<file path="src/rtl/uart_rx_sipo.sv">
// Serial-in/parallel-out UART receiver: 2-flop line synchronizer, mid-bit sampling FSM,
// MSB-first reassembly with single-cycle valid / framing-error strobes.
module uart_rx_sipo #(
    parameter int unsigned DW           = 8,
    parameter int unsigned CLKS_PER_BIT = 16
) (
    input  logic          clk,
    input  logic          reset,
    input  logic          enb,
    input  logic          rx_in,
    output logic [DW-1:0] data_out,
    output logic          data_valid,
    output logic          frame_err,
    output logic          busy
);

    localparam int unsigned CW = $clog2(CLKS_PER_BIT);
    localparam int unsigned IW = $clog2(DW);

    localparam logic [CW-1:0] CNT_HALF = CW'(CLKS_PER_BIT / 2 - 1);
    localparam logic [CW-1:0] CNT_FULL = CW'(CLKS_PER_BIT - 1);
    localparam logic [IW-1:0] IDX_LAST = IW'(DW - 1);

    typedef enum logic [2:0] {
        StIdle,
        StStart,
        StData,
        StStop,
        StBreak
    } state_t;

    state_t        state_q;
    logic [CW-1:0] cnt_q;
    logic [IW-1:0] idx_q;
    logic [DW-1:0] shreg_q;
    logic          rx_meta_q;
    logic          rx_s;

    // Line synchronizer; both flops reset high so reset never looks like a start bit.
    always_ff @(posedge clk or negedge reset) begin
        if (!reset) begin
            rx_meta_q <= 1'b1;
            rx_s      <= 1'b1;
        end else begin
            rx_meta_q <= rx_in;
            rx_s      <= rx_meta_q;
        end
    end

    always_ff @(posedge clk or negedge reset) begin
        if (!reset) begin
            state_q    <= StIdle;
            cnt_q      <= '0;
            idx_q      <= '0;
            shreg_q    <= '0;
            data_out   <= '0;
            data_valid <= 1'b0;
            frame_err  <= 1'b0;
        end else begin
            data_valid <= 1'b0;
            frame_err  <= 1'b0;
            if (!enb) begin
                state_q <= StIdle;
                cnt_q   <= '0;
                idx_q   <= '0;
            end else begin
                unique case (state_q)
                    StIdle: begin
                        cnt_q <= '0;
                        if (!rx_s) begin
                            state_q <= StStart;
                        end
                    end
                    StStart: begin
                        if (cnt_q == CNT_HALF) begin
                            cnt_q <= '0;
                            idx_q <= '0;
                            // A start bit that is gone by mid-bit is treated as noise.
                            state_q <= rx_s ? StIdle : StData;
                        end else begin
                            cnt_q <= cnt_q + CW'(1);
                        end
                    end
                    StData: begin
                        if (cnt_q == CNT_FULL) begin
                            cnt_q   <= '0;
                            shreg_q <= {shreg_q[DW-2:0], rx_s};
                            idx_q   <= idx_q + IW'(1);
                            if (idx_q == IDX_LAST) begin
                                state_q <= StStop;
                            end
                        end else begin
                            cnt_q <= cnt_q + CW'(1);
                        end
                    end
                    StStop: begin
                        // Leaving mid-stop-bit lets a following start edge be caught gap-free.
                        if (cnt_q == CNT_FULL) begin
                            cnt_q <= '0;
                            if (rx_s) begin
                                data_out   <= shreg_q;
                                data_valid <= 1'b1;
                                state_q    <= StIdle;
                            end else begin
                                frame_err <= 1'b1;
                                state_q   <= StBreak;
                            end
                        end else begin
                            cnt_q <= cnt_q + CW'(1);
                        end
                    end
                    StBreak: begin
                        cnt_q <= '0;
                        if (rx_s) begin
                            state_q <= StIdle;
                        end
                    end
                    default: begin
                        state_q <= StIdle;
                        cnt_q   <= '0;
                        idx_q   <= '0;
                    end
                endcase
            end
        end
    end

    assign busy = (state_q != StIdle);

endmodule

</file>
<file path="config.mk">
export PLATFORM = sky130hd
export DESIGN_NAME = uart_rx_sipo
export DESIGN_NICKNAME = d
export VERILOG_FILES = /design/src/rtl/uart_rx_sipo.sv
export SDC_FILE = /design/constraint.sdc
export NUM_CORES = 1
export LEC_CHECK = 0
export CAP_MARGIN = 20
export CORE_ASPECT_RATIO = 0.6
export CORE_MARGIN = 10
export CORE_UTILIZATION = 45
export DETAILED_ROUTE_END_ITERATION = 12
export PLACE_DENSITY_LB_ADDON = 0.2
export SLEW_MARGIN = 40
export SYNTH_ARGS = -nofsm -noshare
export SYNTH_HDL_FRONTEND = slang
export SYNTH_SLANG_ARGS = --single-unit
</file>
<file path="constraint.sdc">
create_clock -name clk -period 2 [get_ports clk]
set_clock_uncertainty 0.05 [all_clocks]
set_input_delay 0.4 -clock clk [delete_from_list [all_inputs] [get_ports clk]]
set_output_delay 0.4 -clock clk [all_outputs]
set_load 0.1 [all_outputs]
</file>
==> metrics.md, run 1 <==
| Metric | Value |
|---|---|
| Status | `finished clean` |
| Post-Syn Area | `0.001364 mm2` |
| Max incr delay on CP | `0.54 ns` |
| Clk network pwr share | `42.1%` |
| Max Freq | `0.5200 GHz` |
| WL met1 | `1329 um` |
| Storage cell area | `754.5 um2` |
| Initial Utilization | `47.19%` |
| Pin count of the biggest net entering global routing | `31` |
| Crit Reg-Reg Endpoint | `shreg_q[3]` |
| Ports | `15` |
| WL per Instance | `15.36 um` |
| Slowest-stage cell, CP | `clkdlybuf4s50_1` |
| Yosys reg bits | `30` |
| Final Cycle Share | `96.15%` |
| Critical R2R Launch | `cnt_q[0]` |
| Max layer used | `met4` |
| Cell chain of the critical path | `clkdlybuf4s50_1, nand2b_4, or3_4, nor2_4, buf_12, mux2_4` |
| First-pass DRT Iterations | `4` |
| Part of the power in registers | `52.3%` |
| Hold Path Cell Cnt | `0` |
| Final setup fails | `0` |
| RSZ-0062 raised after global routing | `false` |
| Synth area leaders | `dfrtp_1 (51%), mux2_2 (8.3%), mux2_4 (7.7%), dfstp_2 (3.9%), ha_1 (2.8%)` |
| DR vias/cell | `5.076` |
| Comb pwr share | `5.6%` |
| Fillcell total | `249` |
| Cell variety after synth | `34` |
| Yosys top cell area share | `51.38%` |
| Final max-slew violation count | `0` |
| Syn. warnings | `0` |
| CTS tree | `yes` |
| CP max FO | `7` |
| Die Width | `91.07 um` |
| Peak supply drop | `0.4283 mV` |
| HPWL Detailed | `1848 um` |
| Setup crit end kind | `register` |
| Post-Syn Area per Cell | `13.37 um2` |
| Clock Latency Late Sink | `0.28 ns` |
| Crit start category | `input port` |
| DR WL met2 | `1099 um` |
| Antenna violations before repair | `0` |
| Htree depth | `2` |
| NetSw | `0.0002665 W` |
| Number of remaining DRC errors | `0` |
| Post-CTS Hold Buffers | `0` |
| Fin Hold WS | `0.3110 ns` |
| Die Span Y | `62.65 um` |
| Register-to-register setup slack | `0.14 ns` |
| Routed Antenna Nets | `0` |
| P_int | `0.0009152 W` |
| I/O Buffers | `14` |
| Number of global-route vias before repair | `893` |
| Synth-to-Final Area Change | `22.75%` |
| CTS clk-pin slew, worst paths | `0.06 ns` |
| Die Area | `0.005705 mm2` |
| P_leak | `0.8382 nW` |
| CTS Buf Count | `5` |
| Diode count | `0` |
| Hold wc startpoint | `rx_meta_q` |
| Setup bufs post-CTS | `0` |
| Nets@finish | `135` |
| Post-synthesis sequential area ratio | `55.23%` |
| Drt initial violations | `40` |
| Area of the multi-input gates | `566.8 um2` |
| Setup TNS | `0 ns` |
| Core area | `0.002890 mm2` |
| DR vias | `868` |
| GPL Wtd Cong | `0.8127` |
| Final-report hold violation count | `0` |
| WP data required | `2.12 ns` |
| Switch share | `22.55%` |
| Worst Max-Slew Pin Slew | `0.3777 ns` |
| Worst R2R Path Depth | `6` |
| Post-CTS sizing | `0` |
| GRT Total Usage | `9.955%` |
| First-pass GRT wire length | `4505 um` |
| Routed Wire Length | `2627 um` |
| Final Critical Period | `1.923 ns` |
| Post-Synthesis Cells | `102` |
| Layout cells sized above 1 | `42.64%` |
| Cell Rows | `15` |
| Bufs on Longest Clock Path | `2` |
| Routed met3 length | `147 um` |
| CTS root buf | `clkbuf_8` |
| P per Cell Area | `705.9 mW/mm2` |
| Hold Crit Class | `register to register` |
| Overflow after GRT | `0` |
| Syn_nets | `109` |
| Maxcap violations | `0` |
| CP Class | `input port to register` |
| Synth area leader | `dfrtp_1` |
| Clock sinks | `30` |
| Worst EP arrival | `2.04 ns` |
| Hold EP | `rx_s` |
| Relative slew slack | `74.82%` |
## critical path: cells and delay by family
family	cells	cell delay (ns)
simple gates	3	0.66
mux	1	0.30
buf+inv	2	0.68
## logic make-up after synthesis
| logic type | Yosys count | share of synthesized area, % |
|---|---|---|
| simple gates | 29 | 13.30 |
| buf+inv | 5 | 3.210 |
| mux | 18 | 16.70 |
| compound gates | 14 | 6.881 |
| flops | 30 | 55.23 |
| fa+ha+maj | 3 | 2.753 |
| xor+xnor | 3 | 1.927 |
## per-stage QoR
| step | instances | area (um2) | utilization [%] | worst slack, ns | power (W) |
|---|---|---|---|---|---|
| floorplan | 102 | 1364 | - | 0.2063 | 0.0006605 |
| global placement | 163 | 1582 | 54.72 | -0.1738 | 0.0006944 |
| detailed placement | 163 | 1582 | 54.72 | -0.2071 | 0.0006953 |
| CTS | 171 | 1673 | 57.88 | 0.02266 | 0.001197 |
| global route | 171 | 1674 | 57.92 | 0.04015 | 0.001232 |
| finish | 171 | 1674 | 57.92 | 0.07700 | 0.001182 |
## layer usage
metal | vias up | global-route usage, %
met5 | - | 0
met4 | 0 | 4.864
met3 | 9 | 4.436
li1 | 410 | -
met2 | 24 | 13.43
met1 | 425 | 13.03
## final cells by class
| cell class | instances | share of cell area, % |
|---|---|---|
| Clock inverter | 1 | 0.2990 |
| Tap cell | 42 | 3.139 |
| Clock buffer | 7 | 5.157 |
| Timing Repair Buffer | 23 | 12.26 |
| Sequential cell | 30 | 45.07 |
| Multi-Input combinational cell | 67 | 33.86 |
| Inverter | 1 | 0.2242 |
## placed cells by master, fill, tap and decap left out, types with 2 or more instances in the layout
cell type / count
dfrtp_1: 27
buf_4: 18
mux2_2: 10
mux2_4: 7
nor2_1: 6
nand2_1: 6
clkbuf_8: 6
o21ai_0: 5
nor3_1: 4
a21oi_1: 3
ha_1: 3
clkdlybuf4s50_1: 3
nor3b_1: 2
nand3_1: 2
a22o_2: 2
xor2_1: 2
buf_12: 2
dfstp_2: 2
## power by group through the flow
stage               Combinational, W  Sequential (W)  Clock, W
floorplan                  0.0000324        0.000628         0
global route               0.0000731        0.000618  0.000541
detailed placement         0.0000664        0.000629         0
global placement           0.0000656        0.000629         0
finish                     0.0000659        0.000618  0.000498
CTS                        0.0000666        0.000618  0.000513
## worst max path at each step
stage	start	to	slack [ns]	cells after the start
5_1_grt	cnt_q[0]	shreg_q[3]	0.04	6
2_1_floorplan	cnt_q[0]	shreg_q[1]	0.21	6
4_1_cts	state_q[1]	busy	0.02	2
6_report	enb	shreg_q[3]	0.08	6
3_3_place_gp	enb	shreg_q[1]	-0.17	6
3_5_place_dp	enb	shreg_q[3]	-0.21	6
## cell usage after synthesis, drive strengths merged
master,count
a211oi,1
a21o,1
a21oi,3
a22o,2
a311oi,1
and2,1
and3,1
and3b,1
buf,3
clkbuf,1
dfrtp,28
dfstp,2
ha,3
inv,1
mux2,17
mux2i,1
nand2,6
nand2b,2
nand3,2
nor2,8
nor3,4
nor3b,2
o21ai,5
o31a,1
or3,2
xnor2,1
xor2,2
## sequential cells by signal, summed over array words and instances, names as in the netlist
signal / cells
data_out: 8
shreg_q: 8
cnt_q: 4
rx_meta_q: 1
rx_s: 1
data_valid: 1
frame_err: 1
idx_q: 3
state_q: 3
Power figures use the tool's default switching activity.
==> run 2: changes to the inputs <==
--- a/config.mk
+++ b/config.mk
@@ -5,6 +5,7 @@
 export SDC_FILE = /design/constraint.sdc
 export NUM_CORES = 1
 export LEC_CHECK = 0
+export ABC_CLOCK_PERIOD_IN_PS = 2000
 export CAP_MARGIN = 20
 export CORE_ASPECT_RATIO = 0.6
 export CORE_MARGIN = 10
==> results of run 2 <==
No change in the layout: final DEF, timing and power equal those of run 1.
